`src/rtl/decode_stage_hz.sv`:
```
// rtl/decode_stage_hz.sv - RISC-V decode stage with register file, WB bypass and load-use stall
module decode_stage_hz #(
    parameter int DATA_WIDTH = 32,
    parameter int REG_COUNT  = 32,
    parameter int REG_ADDR   = 5
) (
    input  logic                  clk,
    input  logic                  rst,
    input  logic                  clk_en,
    input  logic                  i_if_valid,
    input  logic [31:0]           i_if_inst,
    input  logic [DATA_WIDTH-1:0] i_if_pc,
    input  logic                  i_flush,
    input  logic                  i_wb_reg_wr,
    input  logic [REG_ADDR-1:0]   i_wb_reg_destination,
    input  logic [DATA_WIDTH-1:0] i_wb_data,
    output logic                  o_id_stall,
    output logic                  o_id_valid,
    output logic                  o_id_reg_wr,
    output logic                  o_id_mem_rd,
    output logic                  o_id_mem_wr,
    output logic                  o_id_mem_to_reg,
    output logic                  o_id_alu_src1,
    output logic                  o_id_alu_src2,
    output logic                  o_id_branch,
    output logic                  o_id_jump,
    output logic                  o_id_illegal,
    output logic [1:0]            o_id_alu_op,
    output logic [DATA_WIDTH-1:0] o_id_pc,
    output logic [DATA_WIDTH-1:0] o_id_reg_read_data1,
    output logic [DATA_WIDTH-1:0] o_id_reg_read_data2,
    output logic [DATA_WIDTH-1:0] o_id_imm,
    output logic [REG_ADDR-1:0]   o_id_rs1,
    output logic [REG_ADDR-1:0]   o_id_rs2,
    output logic [REG_ADDR-1:0]   o_id_reg_destination,
    output logic [2:0]            o_id_funct3,
    output logic [6:0]            o_id_funct7
);

    localparam logic [6:0] OP_LOAD   = 7'b0000011;
    localparam logic [6:0] OP_STORE  = 7'b0100011;
    localparam logic [6:0] OP_BRANCH = 7'b1100011;
    localparam logic [6:0] OP_JAL    = 7'b1101111;
    localparam logic [6:0] OP_JALR   = 7'b1100111;
    localparam logic [6:0] OP_AUIPC  = 7'b0010111;
    localparam logic [6:0] OP_LUI    = 7'b0110111;
    localparam logic [6:0] OP_R      = 7'b0110011;
    localparam logic [6:0] OP_I      = 7'b0010011;

    typedef struct packed {
        logic                  valid;
        logic                  reg_wr;
        logic                  mem_rd;
        logic                  mem_wr;
        logic                  mem_to_reg;
        logic                  alu_src1;
        logic                  alu_src2;
        logic                  branch;
        logic                  jump;
        logic                  illegal;
        logic [1:0]            alu_op;
        logic [DATA_WIDTH-1:0] pc;
        logic [DATA_WIDTH-1:0] rdata1;
        logic [DATA_WIDTH-1:0] rdata2;
        logic [DATA_WIDTH-1:0] imm;
        logic [REG_ADDR-1:0]   rs1;
        logic [REG_ADDR-1:0]   rs2;
        logic [REG_ADDR-1:0]   rd;
        logic [2:0]            funct3;
        logic [6:0]            funct7;
    } idex_t;

    logic [DATA_WIDTH-1:0] regs_q [REG_COUNT];
    logic [DATA_WIDTH-1:0] regs_d [REG_COUNT];
    idex_t                 idex_q, idex_d, dec;
    logic                  use_rs1, use_rs2, use_rd, known, wb_we;
    logic [4:0]            rs1_f, rs2_f, rd_f;
    logic [31:0]           imm32;

    assign rs1_f = i_if_inst[19:15];
    assign rs2_f = i_if_inst[24:20];
    assign rd_f  = i_if_inst[11:7];
    assign wb_we = clk_en && i_wb_reg_wr && (i_wb_reg_destination != '0)
                   && (int'(i_wb_reg_destination) < REG_COUNT);

    always_comb begin
        regs_d = regs_q;
        if (wb_we) regs_d[i_wb_reg_destination] = i_wb_data;
    end

    always_comb begin
        dec     = '0;
        use_rs1 = 1'b0;
        use_rs2 = 1'b0;
        use_rd  = 1'b0;
        known   = 1'b1;
        imm32   = '0;
        case (i_if_inst[6:0])
            OP_LOAD: begin
                use_rs1 = 1'b1; use_rd = 1'b1;
                dec.reg_wr = 1'b1; dec.mem_rd = 1'b1; dec.mem_to_reg = 1'b1; dec.alu_src2 = 1'b1;
                imm32 = {{20{i_if_inst[31]}}, i_if_inst[31:20]};
            end
            OP_STORE: begin
                use_rs1 = 1'b1; use_rs2 = 1'b1;
                dec.mem_wr = 1'b1; dec.alu_src2 = 1'b1;
                imm32 = {{20{i_if_inst[31]}}, i_if_inst[31:25], i_if_inst[11:7]};
            end
            OP_BRANCH: begin
                use_rs1 = 1'b1; use_rs2 = 1'b1;
                dec.branch = 1'b1; dec.alu_op = 2'b01;
                imm32 = {{20{i_if_inst[31]}}, i_if_inst[7], i_if_inst[30:25], i_if_inst[11:8], 1'b0};
            end
            OP_JAL: begin
                use_rd = 1'b1;
                dec.jump = 1'b1; dec.reg_wr = 1'b1; dec.alu_src1 = 1'b1;
                imm32 = {{12{i_if_inst[31]}}, i_if_inst[19:12], i_if_inst[20], i_if_inst[30:21], 1'b0};
            end
            OP_JALR: begin
                use_rs1 = 1'b1; use_rd = 1'b1;
                dec.jump = 1'b1; dec.reg_wr = 1'b1; dec.alu_src2 = 1'b1;
                imm32 = {{20{i_if_inst[31]}}, i_if_inst[31:20]};
            end
            OP_AUIPC: begin
                use_rd = 1'b1;
                dec.alu_src1 = 1'b1; dec.alu_src2 = 1'b1; dec.reg_wr = 1'b1;
                imm32 = {i_if_inst[31:12], 12'b0};
            end
            OP_LUI: begin
                use_rd = 1'b1;
                dec.alu_src2 = 1'b1; dec.reg_wr = 1'b1;
                imm32 = {i_if_inst[31:12], 12'b0};
            end
            OP_R: begin
                use_rs1 = 1'b1; use_rs2 = 1'b1; use_rd = 1'b1;
                dec.alu_op = 2'b10; dec.reg_wr = 1'b1;
            end
            OP_I: begin
                use_rs1 = 1'b1; use_rd = 1'b1;
                dec.alu_op = 2'b11; dec.alu_src2 = 1'b1; dec.reg_wr = 1'b1;
                imm32 = {{20{i_if_inst[31]}}, i_if_inst[31:20]};
            end
            default: known = 1'b0;
        endcase

        dec.valid  = 1'b1;
        dec.pc     = i_if_pc;
        dec.imm    = DATA_WIDTH'($signed(imm32));
        dec.funct3 = i_if_inst[14:12];
        dec.funct7 = i_if_inst[31:25];
        dec.rs1    = use_rs1 ? REG_ADDR'(rs1_f) : '0;
        dec.rs2    = use_rs2 ? REG_ADDR'(rs2_f) : '0;
        dec.rd     = use_rd  ? REG_ADDR'(rd_f)  : '0;

        // Same-cycle writeback wins over the stored value
        if (use_rs1 && rs1_f != 5'd0 && int'(rs1_f) < REG_COUNT)
            dec.rdata1 = (wb_we && int'(i_wb_reg_destination) == int'(rs1_f)) ? i_wb_data : regs_q[rs1_f];
        if (use_rs2 && rs2_f != 5'd0 && int'(rs2_f) < REG_COUNT)
            dec.rdata2 = (wb_we && int'(i_wb_reg_destination) == int'(rs2_f)) ? i_wb_data : regs_q[rs2_f];

        if (!known || (use_rs1 && int'(rs1_f) >= REG_COUNT) || (use_rs2 && int'(rs2_f) >= REG_COUNT)
                   || (use_rd && int'(rd_f) >= REG_COUNT)) begin
            dec.reg_wr = 1'b0; dec.mem_rd = 1'b0; dec.mem_wr = 1'b0; dec.mem_to_reg = 1'b0;
            dec.alu_src1 = 1'b0; dec.alu_src2 = 1'b0; dec.branch = 1'b0; dec.jump = 1'b0;
            dec.alu_op = 2'b00; dec.illegal = 1'b1;
        end
    end

    always_comb begin
        o_id_stall = !rst && !i_flush && i_if_valid && idex_q.valid && idex_q.mem_rd
                     && (idex_q.rd != '0)
                     && ((use_rs1 && int'(idex_q.rd) == int'(rs1_f))
                      || (use_rs2 && int'(idex_q.rd) == int'(rs2_f)));
    end

    always_comb begin
        idex_d = idex_q;
        if (clk_en) begin
            if (i_flush || o_id_stall || !i_if_valid) idex_d = '0;
            else                                      idex_d = dec;
        end
    end

    always_ff @(posedge clk) begin
        if (rst) begin
            idex_q <= '0;
            for (int i = 0; i < REG_COUNT; i++) regs_q[i] <= '0;
        end else begin
            idex_q <= idex_d;
            regs_q <= regs_d;
        end
    end

    assign o_id_valid           = idex_q.valid;
    assign o_id_reg_wr          = idex_q.reg_wr;
    assign o_id_mem_rd          = idex_q.mem_rd;
    assign o_id_mem_wr          = idex_q.mem_wr;
    assign o_id_mem_to_reg      = idex_q.mem_to_reg;
    assign o_id_alu_src1        = idex_q.alu_src1;
    assign o_id_alu_src2        = idex_q.alu_src2;
    assign o_id_branch          = idex_q.branch;
    assign o_id_jump            = idex_q.jump;
    assign o_id_illegal         = idex_q.illegal;
    assign o_id_alu_op          = idex_q.alu_op;
    assign o_id_pc              = idex_q.pc;
    assign o_id_reg_read_data1  = idex_q.rdata1;
    assign o_id_reg_read_data2  = idex_q.rdata2;
    assign o_id_imm             = idex_q.imm;
    assign o_id_rs1             = idex_q.rs1;
    assign o_id_rs2             = idex_q.rs2;
    assign o_id_reg_destination = idex_q.rd;
    assign o_id_funct3          = idex_q.funct3;
    assign o_id_funct7          = idex_q.funct7;

endmodule

```
`config.mk`:
```
export PLATFORM = sky130hd
export DESIGN_NAME = decode_stage_hz
export DESIGN_NICKNAME = d
export VERILOG_FILES = /design/src/rtl/decode_stage_hz.sv
export SDC_FILE = /design/constraint.sdc
export NUM_CORES = 2
export LEC_CHECK = 0
export ABC_AREA = 0
export BUFFER_PORTS_ARGS = -buffer_cell sky130_fd_sc_hd__buf_2
export CORE_ASPECT_RATIO = 0.8
export CORE_UTILIZATION = 35
export CTS_BUF_LIST = sky130_fd_sc_hd__clkbuf_4
export DETAILED_ROUTE_END_ITERATION = 6
export GPL_TIMING_DRIVEN = 0
export HOLD_SLACK_MARGIN = 0.08
export SLEW_MARGIN = 20
export SYNTH_ARGS = -nofsm -noshare
export SYNTH_HDL_FRONTEND = slang
export SYNTH_SLANG_ARGS = --single-unit
```
`constraint.sdc`:
```
create_clock -name clk -period 2.7 [get_ports clk]
set_input_delay 0.81 -clock clk [delete_from_list [all_inputs] [get_ports clk]]
set_output_delay 0.81 -clock clk [all_outputs]
set_load 0.02 [all_outputs]
```
==> out/metrics.cfg <==
[sta]
min_period_over_period_pct = 137.8
rsz0062_at_grt = true
period_needed_ns = 3.721
slew_headroom_pct = 9.862
worst_slack_ns = -1.021
maxSlewViolCount = 0
setup_viol = 220
max_freq_ghz = 0.2687
hold_viol_final = 0
worst_slew_pin_slew_ns = 1.352
holdWs_ns = 0.08934
skew_ns = 0.1114

[synth]
synth_fp_nets = 6889
synth-edff-count = 0
yosysSeqAreaShare_pct = 41.28
yosysMostFrequentCell = nand2_1
synth-seq-cells = 1188
synth-async-reset-ratio_pct = 0
yosys-top-cells-count = nand2_1, dfxtp_1, a21oi_1
syn_avg_cell_area_um2 = 8.496
syn_area_um2 = 57620
synth_area_leader_cell = dfxtp_1
synthDistinctLibCells = 67
synthTopCellsByArea = dfxtp_1, nand2_1, mux4_2
netlist.area_leader.share_pct = 41.28
ys.flop_type = dfxtp_1
yosys_warnings = 0
synthCells = 6782

[detailed_routing]
finalWirelength_um = 403000
vias = 64490
wl_per_cell_um = 40.60
route.detailed.drc = 0
via_per_inst = 6.497
drt.antenna.violating_nets = 0
dr.pass1.iters = 7
drtIter0Drc = 11720

[status]
violations = negative setup slack
status = finished with violations

[clock_network]
clkTransAtPathRegs_ns = 0.07
clock-sinks = 1188
htree_levels = 5
root_buffer = clkbuf_4
cts_tree = built
clk_latency_ns = 1.46
clk_path_buf_depth = 4
numCtsBuffers = 348

[critical_path]
crit_path_end_kind = output pin
worstPathArrival_ns = 2.91
crit_required_ns = 1.89
crit_path_start_kind = flop
crit_type = flop to output pin
worstPathMaxFanout = 4
r2r_slack_ns = -0.48

[floorplan]
die_h_um = 364.9
core_um2 = 162700
ios = 273
start_util_pct = 35.42
die_width_um = 455.6
dieArea_um2 = 166300
rows = 132

[global_routing]
grt.total_usage_pct = 46.68
grt_first_pass_wirelength_um = 519100
grt_max_degree = 20
grt_pass1_vias = 56420
antenna_found_initial = 38
gr-total-overflow = 0

[pwr]
p_leak_nw = 24.15
power.density_nw_per_um2 = 576.5
irDropWorstVdd_v = 0.0004869
power_w = 0.03994

[placement]
dpl.hpwl_um = 310600
routabilityCongestion = 1.088
place_ws_ns = -2.749
port_buffers = 228

[finish]
synthToLayoutAreaGrowth_pct = 20.25
num-nets-final = 7629
drive_above_1_share_pct = 20.21

[run]
drv_cap = 0

[hold_path]
hp-class = input port to flop

-- path summary, 6_finish.rpt --
kind,startpoint,endpoint,cells past startpoint
min reg2reg,o_id_imm[28]$_SDFFE_PP0P_,o_id_imm[28]$_SDFFE_PP0P_,2
min,i_if_inst[2],o_id_reg_wr$_SDFFE_PP0P_,5
max,o_id_reg_destination[4]$_SDFFE_PP0P_,o_id_stall,5
max reg2reg,o_id_reg_destination[4]$_SDFFE_PP0P_,o_id_reg_read_data1[22]$_SDFFE_PP0P_,8
-- critical path: stages (launching register included) --
cell,delay [ns]
dfxtp_4,0.37
xor2_1,0.17
nor3_2,0.23
nand3_2,0.15
a211oi_4,0.38
buf_6,0.17
-- metrics by stage --
stage          TNS (ns)  cells  cell area (um2)  util [%]
6_report         -18.98   9926            69290     42.59
5_1_grt          -15.44   9905            69230     42.56
4_1_cts          -10.54   9877            68920     42.37
3_5_place_dp   -1395.01   9187            62320     38.31
3_3_place_gp   -1726.50   9154            61510     37.81
2_1_floorplan   -0.1209   6782            57690         -
-- sequential cells by signal, indices dropped and copies added, names as in the netlist, 2 cells and up --
name / flops
regs_q: 1024
o_id_imm: 32
o_id_pc: 32
o_id_reg_read_data1: 32
o_id_reg_read_data2: 32
o_id_funct7: 7
o_id_reg_destination: 5
o_id_rs1: 5
o_id_rs2: 5
o_id_funct3: 3
o_id_alu_op: 2
-- kinds of logic (layout without fill, tap and decap cells) --
group           count (synthesis)  count (layout)  synth area share (%)
compound gates               1662            1662                 17.12
xor+xnor                       20              20                0.3040
buf+inv                       717            1680                 5.142
flops                        1188            1188                 41.28
mux                           734             734                 19.05
other cells                     0              37                     0
simple gates                 2461            2461                 17.11
-- report_power, final --
group | switching [W] | internal [W] | total, W
clock | 0.00895 | 0.00865 | 0.0176
combinational | 0.00366 | 0.00106 | 0.00472
sequential | 0.0000689 | 0.0176 | 0.0176
-- cell usage in the layout, fill, tap and decap left out, drive strengths merged, types with 9 or more instances in the layout --
| cell | n |
|---|---|
| a211o | 9 |
| a211oi | 32 |
| a21oi | 1049 |
| a221o | 32 |
| a221oi | 29 |
| a22o | 83 |
| a22oi | 130 |
| a31oi | 25 |
| and2 | 12 |
| and3 | 26 |
| and4 | 9 |
| buf | 446 |
| clkbuf | 1061 |
| clkinv | 66 |
| dfxtp | 1188 |
| diode | 37 |
| dlygate4sd3 | 101 |
| mux2i | 444 |
| mux4 | 290 |
| nand2 | 2108 |
| nand2b | 15 |
| nand3 | 29 |
| nand4 | 10 |
| nor2 | 110 |
| nor2b | 43 |
| nor3 | 46 |
| nor4 | 23 |
| o2111ai | 23 |
| o211ai | 22 |
| o21a | 16 |
| o21ai | 58 |
| o22a | 22 |
| o22ai | 117 |
| xnor2 | 9 |
| xor2 | 11 |
-- routing by layer --
layer  part of all wire (%)  vias to the layer above  wire length [um]  global-route usage, %
met1                     40                    32200            159900                  62.01
li1                       -                    25500                 -                      -
met3                     15                     1139             59020                  18.97
met4                    8.2                       24             32920                  32.59
met5                   0.14                        -               557                 0.4558
met2                     37                     5624            150600                  60.43
-- what timing repair did --
action | in CTS | in global routing
pin swaps | 4 | 3
setup endpoints to repair | 320 | 245
hold buffers | 100 | 2
resized for setup | 514 | 72
buffers inserted | 19 | 9
hold endpoints to repair | 185 | 9
-- final cells by class --
type / instances / area [um2]
inverter: 3 / 11.26
fill: 16550 / 93390
sequential: 1188 / 24050
clock inverter: 69 / 316.6
timing repair buffer: 392 / 3854
multi-input combinational: 4877 / 31170
clock buffer: 504 / 3784
buffer: 712 / 3322
antenna: 37 / 92.59
tap: 2144 / 2683
Note: power is estimated with default switching activity, not from simulation.
